==> config.mk <==
export PLATFORM = sky130hd
export DESIGN_NAME = sdram_cmd_dispatcher_flat
export DESIGN_NICKNAME = d
export VERILOG_FILES = /design/src/rtl/sdram_cmd_dispatcher_if.sv /design/src/rtl/sdram_cmd_dispatcher.sv /design/src/flat_wrapper.sv
export SDC_FILE = /design/constraint.sdc
export NUM_CORES = 1
export LEC_CHECK = 0
export BUFFER_PORTS_ARGS = -buffer_cell sky130_fd_sc_hd__buf_4
export CAP_MARGIN = 20
export CORE_ASPECT_RATIO = 0.6
export CORE_MARGIN = 3
export CORE_UTILIZATION = 40
export CTS_CLUSTER_SIZE = 14
export DETAILED_ROUTE_END_ITERATION = 8
export PLACE_DENSITY = 0.55
export SETUP_SLACK_MARGIN = 0.15
export SLEW_MARGIN = 25
export SYNTH_ARGS = -nofsm -noshare
export SYNTH_HDL_FRONTEND = slang
export SYNTH_SLANG_ARGS = --single-unit
==> constraint.sdc <==
create_clock -name clk0 -period 4.9 [get_ports clk0]
set_input_delay 0.98 -clock clk0 [delete_from_list [all_inputs] [get_ports clk0]]
set_output_delay 0.98 -clock clk0 [all_outputs]
set_load 0.02 [all_outputs]
==> src/rtl/sdram_cmd_dispatcher_if.sv <==
// Command-port bundle between the processor/controller side and the SDRAM
// command dispatcher.
interface sdram_cmd_dispatcher_if #(
    parameter int PADD_SIZE = 24
);
    logic                 cmd_valid;
    logic [2:0]           cmd;
    logic [PADD_SIZE-1:0] paddr;
    logic                 cmd_ready;
    logic                 cmdack;
    logic                 nop;
    logic                 reada;
    logic                 writea;
    logic                 refresh;
    logic                 precharge;
    logic                 load_mod;
    logic                 load_time;
    logic                 load_rfcnt;
    logic [PADD_SIZE-1:0] caddr;
    logic                 busy;
    logic                 overflow;
    logic                 ack_timeout;

    modport master (
        output cmd_valid, cmd, paddr, cmdack,
        input  cmd_ready, nop, reada, writea, refresh, precharge,
               load_mod, load_time, load_rfcnt, caddr, busy, overflow, ack_timeout
    );

    modport slave (
        input  cmd_valid, cmd, paddr, cmdack,
        output cmd_ready, nop, reada, writea, refresh, precharge,
               load_mod, load_time, load_rfcnt, caddr, busy, overflow, ack_timeout
    );
endinterface

==> src/rtl/sdram_cmd_dispatcher.sv <==
// SDRAM command front end: buffers {cmd, paddr} in a FIFO, issues each as a
// held one-hot strobe until cmdack, with a one-cycle gap and optional timeout.
module sdram_cmd_dispatcher #(
    parameter int PADD_SIZE   = 24,
    parameter int FIFO_DEPTH  = 4,
    parameter int ACK_TIMEOUT = 0
) (
    input  logic                    clk0,
    input  logic                    reset,
    sdram_cmd_dispatcher_if.slave   bus
);

    localparam int AW = $clog2(FIFO_DEPTH);
    localparam int CW = (ACK_TIMEOUT > 0) ? $clog2(ACK_TIMEOUT + 1) : 1;
    localparam bit TO_EN = (ACK_TIMEOUT > 0);
    localparam logic [CW-1:0] T_MAX = CW'(ACK_TIMEOUT);
    localparam logic [AW:0]   DEPTH = (AW+1)'(FIFO_DEPTH);

    typedef enum logic [1:0] {IDLE, ISSUE, GAP} state_t;

    typedef struct packed {
        logic [2:0]           cmd;
        logic [PADD_SIZE-1:0] addr;
    } entry_t;

    state_t               state, state_d;
    logic [7:0]           strobe_q, strobe_d;
    logic [PADD_SIZE-1:0] caddr_q, caddr_d;
    logic [CW-1:0]        wait_cnt, cnt_d;
    logic                 overflow_q, timeout_q, timeout_hit;

    entry_t               mem [FIFO_DEPTH];
    entry_t               head;
    logic [AW-1:0]        rd_ptr, wr_ptr;
    logic [AW:0]          count;
    logic                 empty, full, push, pop, ready;

    assign empty = (count == '0);
    assign full  = (count == DEPTH);
    assign head  = mem[rd_ptr];
    // A pop in the same cycle frees a slot, so a push at full is still taken.
    assign ready = !full || pop;
    assign push  = bus.cmd_valid && ready;

    always_comb begin
        // NOTE: every output gets a default first so no path leaves it unassigned, which would infer a latch.
        state_d     = state;
        strobe_d    = strobe_q;
        caddr_d     = caddr_q;
        cnt_d       = wait_cnt;
        pop         = 1'b0;
        timeout_hit = 1'b0;
        unique case (state)
            IDLE, GAP: begin
                strobe_d = '0;
                state_d  = IDLE;
                if (!empty) begin
                    pop      = 1'b1;
                    strobe_d = 8'b1 << head.cmd;
                    caddr_d  = head.addr;
                    cnt_d    = '0;
                    state_d  = ISSUE;
                end
            end
            ISSUE: begin
                // A NOP never waits for cmdack; it is a single-cycle pulse.
                if (strobe_q[0] || bus.cmdack) begin
                    strobe_d = '0;
                    state_d  = GAP;
                end else if (TO_EN && wait_cnt == T_MAX) begin
                    strobe_d    = '0;
                    timeout_hit = 1'b1;
                    state_d     = GAP;
                end else if (wait_cnt != T_MAX) begin
                    cnt_d = wait_cnt + 1'b1;
                end
            end
            default: state_d = IDLE;
        endcase
    end

    always_ff @(posedge clk0) begin
        // NOTE: sequential state uses non-blocking assignments so every register samples pre-edge values.
        if (reset) begin
            state      <= IDLE;
            strobe_q   <= '0;
            caddr_q    <= '0;
            wait_cnt   <= '0;
            rd_ptr     <= '0;
            wr_ptr     <= '0;
            count      <= '0;
            overflow_q <= 1'b0;
            timeout_q  <= 1'b0;
        end else begin
            state    <= state_d;
            strobe_q <= strobe_d;
            caddr_q  <= caddr_d;
            wait_cnt <= cnt_d;
            if (push) wr_ptr <= wr_ptr + 1'b1;
            if (pop)  rd_ptr <= rd_ptr + 1'b1;
            if (push && !pop)      count <= count + 1'b1;
            else if (pop && !push) count <= count - 1'b1;
            if (bus.cmd_valid && !ready) overflow_q <= 1'b1;
            if (timeout_hit)             timeout_q  <= 1'b1;
        end
    end

    // NOTE: FIFO storage is not reset; the pointers and count alone define what is valid.
    always_ff @(posedge clk0) begin
        if (push) mem[wr_ptr] <= {bus.cmd, bus.paddr};
    end

    assign bus.cmd_ready   = ready;
    assign bus.nop         = strobe_q[0];
    assign bus.reada       = strobe_q[1];
    assign bus.writea      = strobe_q[2];
    assign bus.refresh     = strobe_q[3];
    assign bus.precharge   = strobe_q[4];
    assign bus.load_mod    = strobe_q[5];
    assign bus.load_time   = strobe_q[6];
    assign bus.load_rfcnt  = strobe_q[7];
    assign bus.caddr       = caddr_q;
    assign bus.busy        = (state != IDLE) || !empty;
    assign bus.overflow    = overflow_q;
    assign bus.ack_timeout = timeout_q;

endmodule

==> src/flat_wrapper.sv <==
// flat-port wrapper written by rule: the top's interface ports become plain ports
module sdram_cmd_dispatcher_flat 
#(
    parameter int PADD_SIZE   = 24,
    parameter int FIFO_DEPTH  = 4,
    parameter int ACK_TIMEOUT = 0
)
  (clk0, reset, bus_cmd_valid, bus_cmd, bus_paddr, bus_cmdack, bus_cmd_ready, bus_nop, bus_reada, bus_writea, bus_refresh, bus_precharge, bus_load_mod, bus_load_time, bus_load_rfcnt, bus_caddr, bus_busy, bus_overflow, bus_ack_timeout);
  sdram_cmd_dispatcher_if #(.PADD_SIZE(PADD_SIZE)) bus_i ();
  input  logic clk0;
  input  logic reset;
  input wire logic [$bits(bus_i.cmd_valid)-1:0] bus_cmd_valid;
  input wire logic [$bits(bus_i.cmd)-1:0] bus_cmd;
  input wire logic [$bits(bus_i.paddr)-1:0] bus_paddr;
  input wire logic [$bits(bus_i.cmdack)-1:0] bus_cmdack;
  output wire logic [$bits(bus_i.cmd_ready)-1:0] bus_cmd_ready;
  output wire logic [$bits(bus_i.nop)-1:0] bus_nop;
  output wire logic [$bits(bus_i.reada)-1:0] bus_reada;
  output wire logic [$bits(bus_i.writea)-1:0] bus_writea;
  output wire logic [$bits(bus_i.refresh)-1:0] bus_refresh;
  output wire logic [$bits(bus_i.precharge)-1:0] bus_precharge;
  output wire logic [$bits(bus_i.load_mod)-1:0] bus_load_mod;
  output wire logic [$bits(bus_i.load_time)-1:0] bus_load_time;
  output wire logic [$bits(bus_i.load_rfcnt)-1:0] bus_load_rfcnt;
  output wire logic [$bits(bus_i.caddr)-1:0] bus_caddr;
  output wire logic [$bits(bus_i.busy)-1:0] bus_busy;
  output wire logic [$bits(bus_i.overflow)-1:0] bus_overflow;
  output wire logic [$bits(bus_i.ack_timeout)-1:0] bus_ack_timeout;
  assign bus_i.cmd_valid = bus_cmd_valid;
  assign bus_i.cmd = bus_cmd;
  assign bus_i.paddr = bus_paddr;
  assign bus_i.cmdack = bus_cmdack;
  assign bus_cmd_ready = bus_i.cmd_ready;
  assign bus_nop = bus_i.nop;
  assign bus_reada = bus_i.reada;
  assign bus_writea = bus_i.writea;
  assign bus_refresh = bus_i.refresh;
  assign bus_precharge = bus_i.precharge;
  assign bus_load_mod = bus_i.load_mod;
  assign bus_load_time = bus_i.load_time;
  assign bus_load_rfcnt = bus_i.load_rfcnt;
  assign bus_caddr = bus_i.caddr;
  assign bus_busy = bus_i.busy;
  assign bus_overflow = bus_i.overflow;
  assign bus_ack_timeout = bus_i.ack_timeout;
  sdram_cmd_dispatcher #(.PADD_SIZE(PADD_SIZE), .FIFO_DEPTH(FIFO_DEPTH), .ACK_TIMEOUT(ACK_TIMEOUT)) u_core (.clk0(clk0), .reset(reset), .bus(bus_i));
endmodule
==> results of run 1 <==
-- kinds of logic (layout without fill, tap and decap cells) --
logic type | after synthesis | count (layout) | share of synthesized area, %
flip-flops | 152 | 152 | 72.5
adder cells (fa/ha/maj) | 6 | 6 | 1.45
AND/OR/NAND/NOR | 50 | 50 | 5.39
buffers and inverters | 30 | 112 | 2.49
AO/OA/AOI/OAI | 70 | 70 | 6.88
other | 1 | 1 | 0.0659
XOR/XNOR | 2 | 2 | 0.308
multiplexers | 28 | 28 | 10.9
-- worst max path at each step --
stage	from	endpoint	slack, ps	cells after the start
finish	u_core.count[0]	bus_busy	1620	3
global route	u_core.count[0]	bus_busy	1520	3
CTS	u_core.count[0]	bus_busy	1620	3
detailed placement	u_core.count[0]	bus_busy	2060	3
global placement	u_core.count[0]	bus_busy	2090	3
floorplan	bus_cmd_valid	u_core.count[2]	2570	8
-- power by group through the flow --
| stage | logic [mW] | clock network [mW] | registers (mW) |
|---|---|---|---|
| 2_1_floorplan | 0.675 | 0 | 1.74 |
| 3_3_place_gp | 1.03 | 0 | 1.72 |
| 3_5_place_dp | 1.06 | 0 | 1.73 |
| 4_1_cts | 1.06 | 1.39 | 1.70 |
| 5_1_grt | 1.14 | 1.45 | 1.73 |
| 6_report | 1.06 | 1.36 | 1.70 |
-- sequential cells by signal (all words and copies together) (netlist names), named ones only --
register	cells
u_core.bus.caddr	24
u_core.bus.overflow	1
u_core.count	3
u_core.mem	108
u_core.rd_ptr	2
u_core.state	2
u_core.strobe_q	8
u_core.wr_ptr	2
-- area by class of cell --
| type | count | share of cell area [%] |
|---|---|---|
| clock buffer | 17 | 6.08 |
| clock inverter | 15 | 2.86 |
| inverter | 8 | 0.429 |
| multi-input combinational | 157 | 20.4 |
| sequential | 152 | 59.0 |
| tap | 192 | 3.43 |
| timing repair buffer | 72 | 7.83 |
-- cells in the final DEF (no fill, tap or decap), types with 4 or more instances in the layout --
| cell type | instances |
|---|---|
| bufinv_16 | 4 |
| and3_1 | 4 |
| inv_1 | 7 |
| nor2_1 | 6 |
| a21oi_1 | 32 |
| edfxtp_1 | 108 |
| ha_1 | 5 |
| nand3_1 | 27 |
| buf_4 | 71 |
| clkbuf_16 | 17 |
| a32o_1 | 5 |
| mux4_2 | 26 |
| o21ai_0 | 26 |
| dfxtp_1 | 43 |
-- metal layers --
layer	global-route usage (%)	share of wire (%)	vias to the layer above
met4	5.00	0.46	0
met3	4.28	4.8	8
met2	23.1	46	87
met1	21.1	48	1654
li1	-	-	1476
met5	0	0	-
-- worst reg2reg max path, stage by stage, from the launching register on --
cell and delay, ps:
dfxtp_1 380, or3_1 840, nand2_1 260, ha_1 210, inv_1 60, fa_1 370, xor2_1 160, or3_1 300
a21oi_1 170
-- per-stage QoR --
| step | hold WS (ps) | setup WS, ps |
|---|---|---|
| final | 475 | 1620 |
| after detailed placement | 463 | 2060 |
| after floorplan | 453 | 2570 |
| after global routing | 500 | 1520 |
| after global placement | 464 | 2090 |
| after CTS | 479 | 1620 |
==> out/results.tsv, run 1 <==
stage	metric	value	unit
cts	hold-fix buffers at CTS	0	
final_layout	# fillers	1186	
final_layout	Final #Nets	445	
detailed_routing	WL/cell	18.8	um
floorplan	die area	15700	sq um
logic_synthesis	register area share after synthesis	72.5	%
power	Internal	2.87	mW
final_layout	fraction of layout cells with a size suffix above 1	31.8	%
logic_synthesis	Syn Std Cell Area	5690	sq um
floorplan	die height	98.4	um
place	dpl cells	581	
flow_run	max_cap viols	0	
sta	final number of hold-violating endpoints	0	
global_routing	total overflow reported by the global router	0	
detailed_routing	final WL	11.5	mm
cts	htree depth	4	
power	NetSw	1.24	mW
detailed_routing	iteration count of the initial detailed-routing pass	4	
sta	pins over their slew limit	0	
sta	ratio of final minimum period to clock period	67.0	%
logic_synthesis	Netlist cell types	37	
sta	Final setup viols	0	
logic_synthesis	Top FF cell, synth	edfxtp_1	
power	clock power share	33.1	%
place	Area after DPL	6370	sq um
sta	RSZ-0062 raised after global routing	no	
final_layout	Area Overhead vs Synth	23.1	%
logic_synthesis	EDFF count, synth	108	
worst_setup_path	slowest library cell on the worst path	or3_1	
final_layout	Sequential Area	4130	sq um
worst_setup_path	Worst EP required	3920	ps
worst_setup_path	critical path's top delay family	simple AND/OR/NAND/NOR gates	
global_routing	first-pass GRT wire length	18.0	mm
worst_setup_path	reg2reg start	u_core.count[0]	
worst_setup_path	most used cell, CP	or3_1	
floorplan	io pins	67	
worst_setup_path	Critical Path, Cell by Cell	or3_1 > or3_1 > buf_4	
cts	maximum buffer depth of the clock tree	2	
power	VDD IR max	0.000232	V
logic_synthesis	largest cells by area after synthesis	edfxtp_1 57%, dfxtp_1 15%, mux4_2 10%, a21oi_1 2.8%, nand3_1 2.4%	
global_routing	largest net degree at the start of global routing	39	
worst_setup_path	startpoint type of the worst setup path	flip-flop	
place	hpwl dp	7.06	mm
power	Comb power frac	25.6	%
detailed_routing	DRC viols	0	
floorplan	Die Wd	160	um
cts	number of setup buffers added after CTS	0	
detailed_routing	antenna-violating nets left	0	
worst_setup_path	CP Max Fanout	27	
logic_synthesis	syn_nets	376	
sta	max frequency	0.305	GHz
detailed_routing	1st-iter DRT viols	190	
power	Flop pwr share	41.3	%
cts	post-cts resize count	0	
logic_synthesis	Synth warnings	0	
global_routing	vias in the first global route	3284	
power	Lkg Pwr	2.45	nW
logic_synthesis	Async SR Flop Fraction	0	%
floorplan	core area	13800	sq um
worst_setup_path	worst reg-to-reg path cell count	8	
sta	setup TNS	0	ps
logic_synthesis	Mapped Cells	339	
worst_setup_path	reg-to-reg endpoint	u_core.count[2]	
outcome	outcome	finished clean	
place	PortBufs	65	
worst_setup_path	kind of critical path	reg2out	
logic_synthesis	top cell type's share of synthesized area	57.0	%
global_routing	antenna violations before repair	0	
power	Design Power	4.11	mW
logic_synthesis	syn avg cell area	16.8	sq um
place	GPL Wtd Cong	0.729	
sta	Slew headroom	29.2	%
worst_setup_path	slowest stage delay, CP	840	ps
floorplan	# rows	33	
worst_setup_path	crit path capture type	output port	
power	Sw Ratio	30.2	%
sta	minimum clock period	3280	ps
detailed_routing	vias post-DR	3225	
sta	worst clock skew	26.4	ps
cts	worst skew pair latency	420	ps
worst_hold_path	Hold Crit Class	reg2reg	
cts	clk slew on worst S/H paths	60	ps
cts	TritonCTS clock tree	done	
sta	Worst-Margin Slew	1060	ps
worst_setup_path	setup slack, reg-to-reg	2070	ps
logic_synthesis	most frequent cell after synthesis	edfxtp_1	
final_layout	diode count	0	
final_layout	post-route cell area	7000	sq um
cts	Root Buffer	clkbuf_16	
final_layout	Core Util, Final	50.8	%
final_layout	area of the multi-input gates	1430	sq um
floorplan	Initial Utilization	41.3	%
global_routing	All-Layer GR Usage	15.1	%
final_layout	Finished Layout Cells	613	
worst_hold_path	hold path start	u_core.bus.overflow	
worst_setup_path	worst endpoint data arrival time	2300	ps
worst_hold_path	hold path depth	2	
logic_synthesis	#FFs+latches synth	152	
cts	clock sink count	152	
cts	CTS Buf Count	17	
logic_synthesis	post-synth top area cell	edfxtp_1	
power	PwrDens	588	nW/um^2
worst_hold_path	Min-Delay Endpoint	u_core.bus.overflow	
worst_setup_path	Crit path buffers/inverters	1	
detailed_routing	vias per cell	5.26	
logic_synthesis	commonest cells in the netlist	108 x edfxtp_1, 44 x dfxtp_1, 32 x a21oi_1, 27 x nand3_1	
No activity file was read; power rests on OpenSTA's default activity.
==> inputs of run 2 (changes only) <==
--- a/config.mk
+++ b/config.mk
@@ -5,6 +5,7 @@
 export SDC_FILE = /design/constraint.sdc
 export NUM_CORES = 1
 export LEC_CHECK = 0
+export ABC_AREA = 1
 export BUFFER_PORTS_ARGS = -buffer_cell sky130_fd_sc_hd__buf_4
 export CAP_MARGIN = 20
 export CORE_ASPECT_RATIO = 0.6
@@ -12,7 +13,7 @@
 export CORE_UTILIZATION = 40
 export CTS_CLUSTER_SIZE = 14
 export DETAILED_ROUTE_END_ITERATION = 8
-export PLACE_DENSITY = 0.55
+export PLACE_DENSITY = 0.57
 export SETUP_SLACK_MARGIN = 0.15
 export SLEW_MARGIN = 25
 export SYNTH_ARGS = -nofsm -noshare
==> constraint.sdc (replaced) <==
create_clock -name clk0 -period 3 [get_ports clk0]
set_input_delay 0.6 -clock clk0 [delete_from_list [all_inputs] [get_ports clk0]]
set_output_delay 0.6 -clock clk0 [all_outputs]
set_load 0.02 [all_outputs]
==> out/results.tsv, run 2 <==
stage	metric	value	unit
outcome	outcome	finished clean	
final_layout	Reg with most FFs	u_core.mem	
logic_synthesis	register area share after synthesis	70.9	%
sta	Worst-Margin Slew	634	ps
detailed_routing	iteration count of the initial detailed-routing pass	6	
worst_setup_path	critical path's top delay family	adder cells	
final_layout	# fillers	1215	
power	Lkg Pwr	2.64	nW
logic_synthesis	post-synth top area cell	edfxtp_1	
final_layout	diode count	0	
floorplan	Die Wd	162	um
final_layout	Area Overhead vs Synth	21.3	%
place	GPL Wtd Cong	0.734	
logic_synthesis	EDFF count, synth	108	
detailed_routing	routed wl met2	5.65	mm
worst_setup_path	reg2reg start	u_core.count[0]	
place	hpwl dp	7.27	mm
place	Setup WS pre-CTS	823	ps
global_routing	antenna violations before repair	0	
cts	CTS Buf Count	17	
power	Design Power	6.76	mW
worst_setup_path	crit path capture type	flip-flop	
cts	worst skew pair latency	420	ps
floorplan	# rows	33	
global_routing	largest net degree at the start of global routing	33	
sta	hold slack	380	ps
detailed_routing	Top Metal Used	met4	
cts	maximum buffer depth of the clock tree	2	
detailed_routing	vias per cell	4.96	
logic_synthesis	Mapped Cells	510	
logic_synthesis	Netlist cell types	25	
sta	final number of hold-violating endpoints	0	
logic_synthesis	syn_nets	547	
power	VDD IR max	0.000351	V
logic_synthesis	#FFs+latches synth	152	
global_routing	vias in the first global route	3744	
logic_synthesis	Syn Std Cell Area	5820	sq um
worst_setup_path	startpoint type of the worst setup path	flip-flop	
detailed_routing	DRC viols	0	
logic_synthesis	syn avg cell area	11.4	sq um
detailed_routing	vias post-DR	3878	
worst_setup_path	reg-to-reg endpoint	u_core.count[2]	
global_routing	first-pass GRT wire length	19.6	mm
cts	Root Buffer	clkbuf_16	
floorplan	io pins	67	
global_routing	All-Layer GR Usage	16.1	%
final_layout	commonest non-fill, non-tap cells in the layout	109 x nor2_1, 108 x edfxtp_1, 76 x buf_4	
final_layout	Final #Nets	614	
power	PwrDens	958	nW/um^2
sta	fin worst setup slack	860	ps
final_layout	Largest register FFs	108	
worst_setup_path	Crit path buffers/inverters	2	
detailed_routing	final WL	12.3	mm
final_layout	most common cell after layout, fill and taps aside	nor2_1	
sta	Final setup viols	0	
worst_setup_path	setup slack, reg-to-reg	860	ps
logic_synthesis	most frequent cell after synthesis	nor2_1	
worst_setup_path	worst endpoint data arrival time	2440	ps
cts	TritonCTS clock tree	done	
sta	setup TNS	0	ps
worst_hold_path	Min-Delay Endpoint	u_core.mem[0][3]	
logic_synthesis	Top FF cell, synth	edfxtp_1	
logic_synthesis	largest cells by area after synthesis	edfxtp_1 56%, dfxtp_1 15%, nor2_1 7.3%, o21ai_0 5.9%, nand2_1 3.3%	
worst_setup_path	kind of critical path	reg2reg	
worst_setup_path	Critical Path, Cell by Cell	nor2_4 > nand3_1 > nand2_2 > inv_1 > ha_1 > inv_1 > fa_1 > a21oi_1 > o21ai_0 > o21ai_0 > a21oi_1	
cts	post-cts resize count	0	
sta	minimum clock period	2140	ps
place	PortBufs	65	
sta	max frequency	0.467	GHz
worst_setup_path	Worst EP required	3300	ps
worst_hold_path	hold path depth	1	
cts	htree depth	4	
sta	ratio of final minimum period to clock period	71.3	%
sta	RSZ-0062 raised after global routing	no	
worst_hold_path	hold path start	bus_paddr[3]	
sta	worst clock skew	10.3	ps
detailed_routing	Met1 Wirelength	5.91	mm
cts	clock sink count	152	
detailed_routing	1st-iter DRT viols	284	
logic_synthesis	top cell type's share of synthesized area	55.8	%
global_routing	total overflow reported by the global router	0	
sta	pins over their slew limit	0	
cts	number of setup buffers added after CTS	0	
floorplan	core area	13900	sq um
logic_synthesis	commonest cells in the netlist	113 x nor2_1, 108 x edfxtp_1, 69 x o21ai_0, 51 x nand2_1, 44 x dfxtp_1	
worst_setup_path	worst reg-to-reg path cell count	11	
worst_setup_path	CP Max Fanout	9	
detailed_routing	WL/cell	15.8	um
sta	Slew headroom	57.7	%
logic_synthesis	Synth warnings	0	
floorplan	die area	16100	sq um
final_layout	fraction of layout cells with a size suffix above 1	19.5	%
detailed_routing	antenna-violating nets left	0	
worst_setup_path	slowest library cell on the worst path	dfxtp_1	
cts	hold-fix buffers at CTS	0	
floorplan	die height	99.4	um
worst_setup_path	slowest stage delay, CP	440	ps
detailed_routing	met3 wire len	643	um
cts	clk slew on worst S/H paths	60	ps
floorplan	Initial Utilization	41.8	%
logic_synthesis	Async SR Flop Fraction	0	%
flow_run	max_cap viols	0	
worst_hold_path	Hold Crit Class	in2reg	
[run 2: metal layers]
metal  vias up  GRT usage [%]
met5         -              0
met4         0           5.83
met3        12           4.99
met2        99           25.7
met1      1858           21.0
li1       1909              -
[run 2: logic make-up (layout without fill, tap and decap cells)]
kind of cell | after synthesis | after routing | share of synthesized area (%)
simple gates | 180 | 180 | 12.2
fa+ha+maj | 6 | 6 | 1.42
compound gates | 122 | 122 | 11.3
other cells | 1 | 1 | 0.0645
buf+inv | 49 | 129 | 4.15
flops | 152 | 152 | 70.9
[run 2: power breakdown]
part | internal (mW) | total, mW | switching, mW
clock network | 1.24 | 2.03 | 0.790
logic | 0.668 | 1.97 | 1.30
registers | 2.55 | 2.76 | 0.206
total | 4.46 | 6.76 | 2.30
[run 2: worst max path at each step]
stage,start,to,cells after the start
6_report,u_core.count[0],u_core.count[2],11
3_5_place_dp,bus_cmd_valid,u_core.count[2],10
4_1_cts,u_core.count[0],u_core.count[2],11
5_1_grt,u_core.count[0],u_core.count[2],11
3_3_place_gp,bus_cmd_valid,u_core.count[2],10
2_1_floorplan,u_core.count[0],u_core.mem[0][0],4
[run 2: through the flow]
stage | utilization, % | std cells | area (sq um)
CTS | 50.7 | 782 | 7050
finish | 50.7 | 782 | 7050
detailed placement | 46.7 | 750 | 6500
global placement | 46.7 | 750 | 6500
floorplan | - | 510 | 5820
global route | 50.7 | 782 | 7050
[run 2: final cells by class]
type | instances | area [sq um] | share of cell area (%)
Timing Repair Buffer | 76 | 571 | 8.09
Multi-Input combinational cell | 309 | 1480 | 21.0
Clock buffer | 23 | 458 | 6.49
Tap cell | 192 | 240 | 3.41
Sequential cell | 152 | 4130 | 58.5
Clock inverter | 9 | 100 | 1.42
Inverter | 21 | 78.8 | 1.12
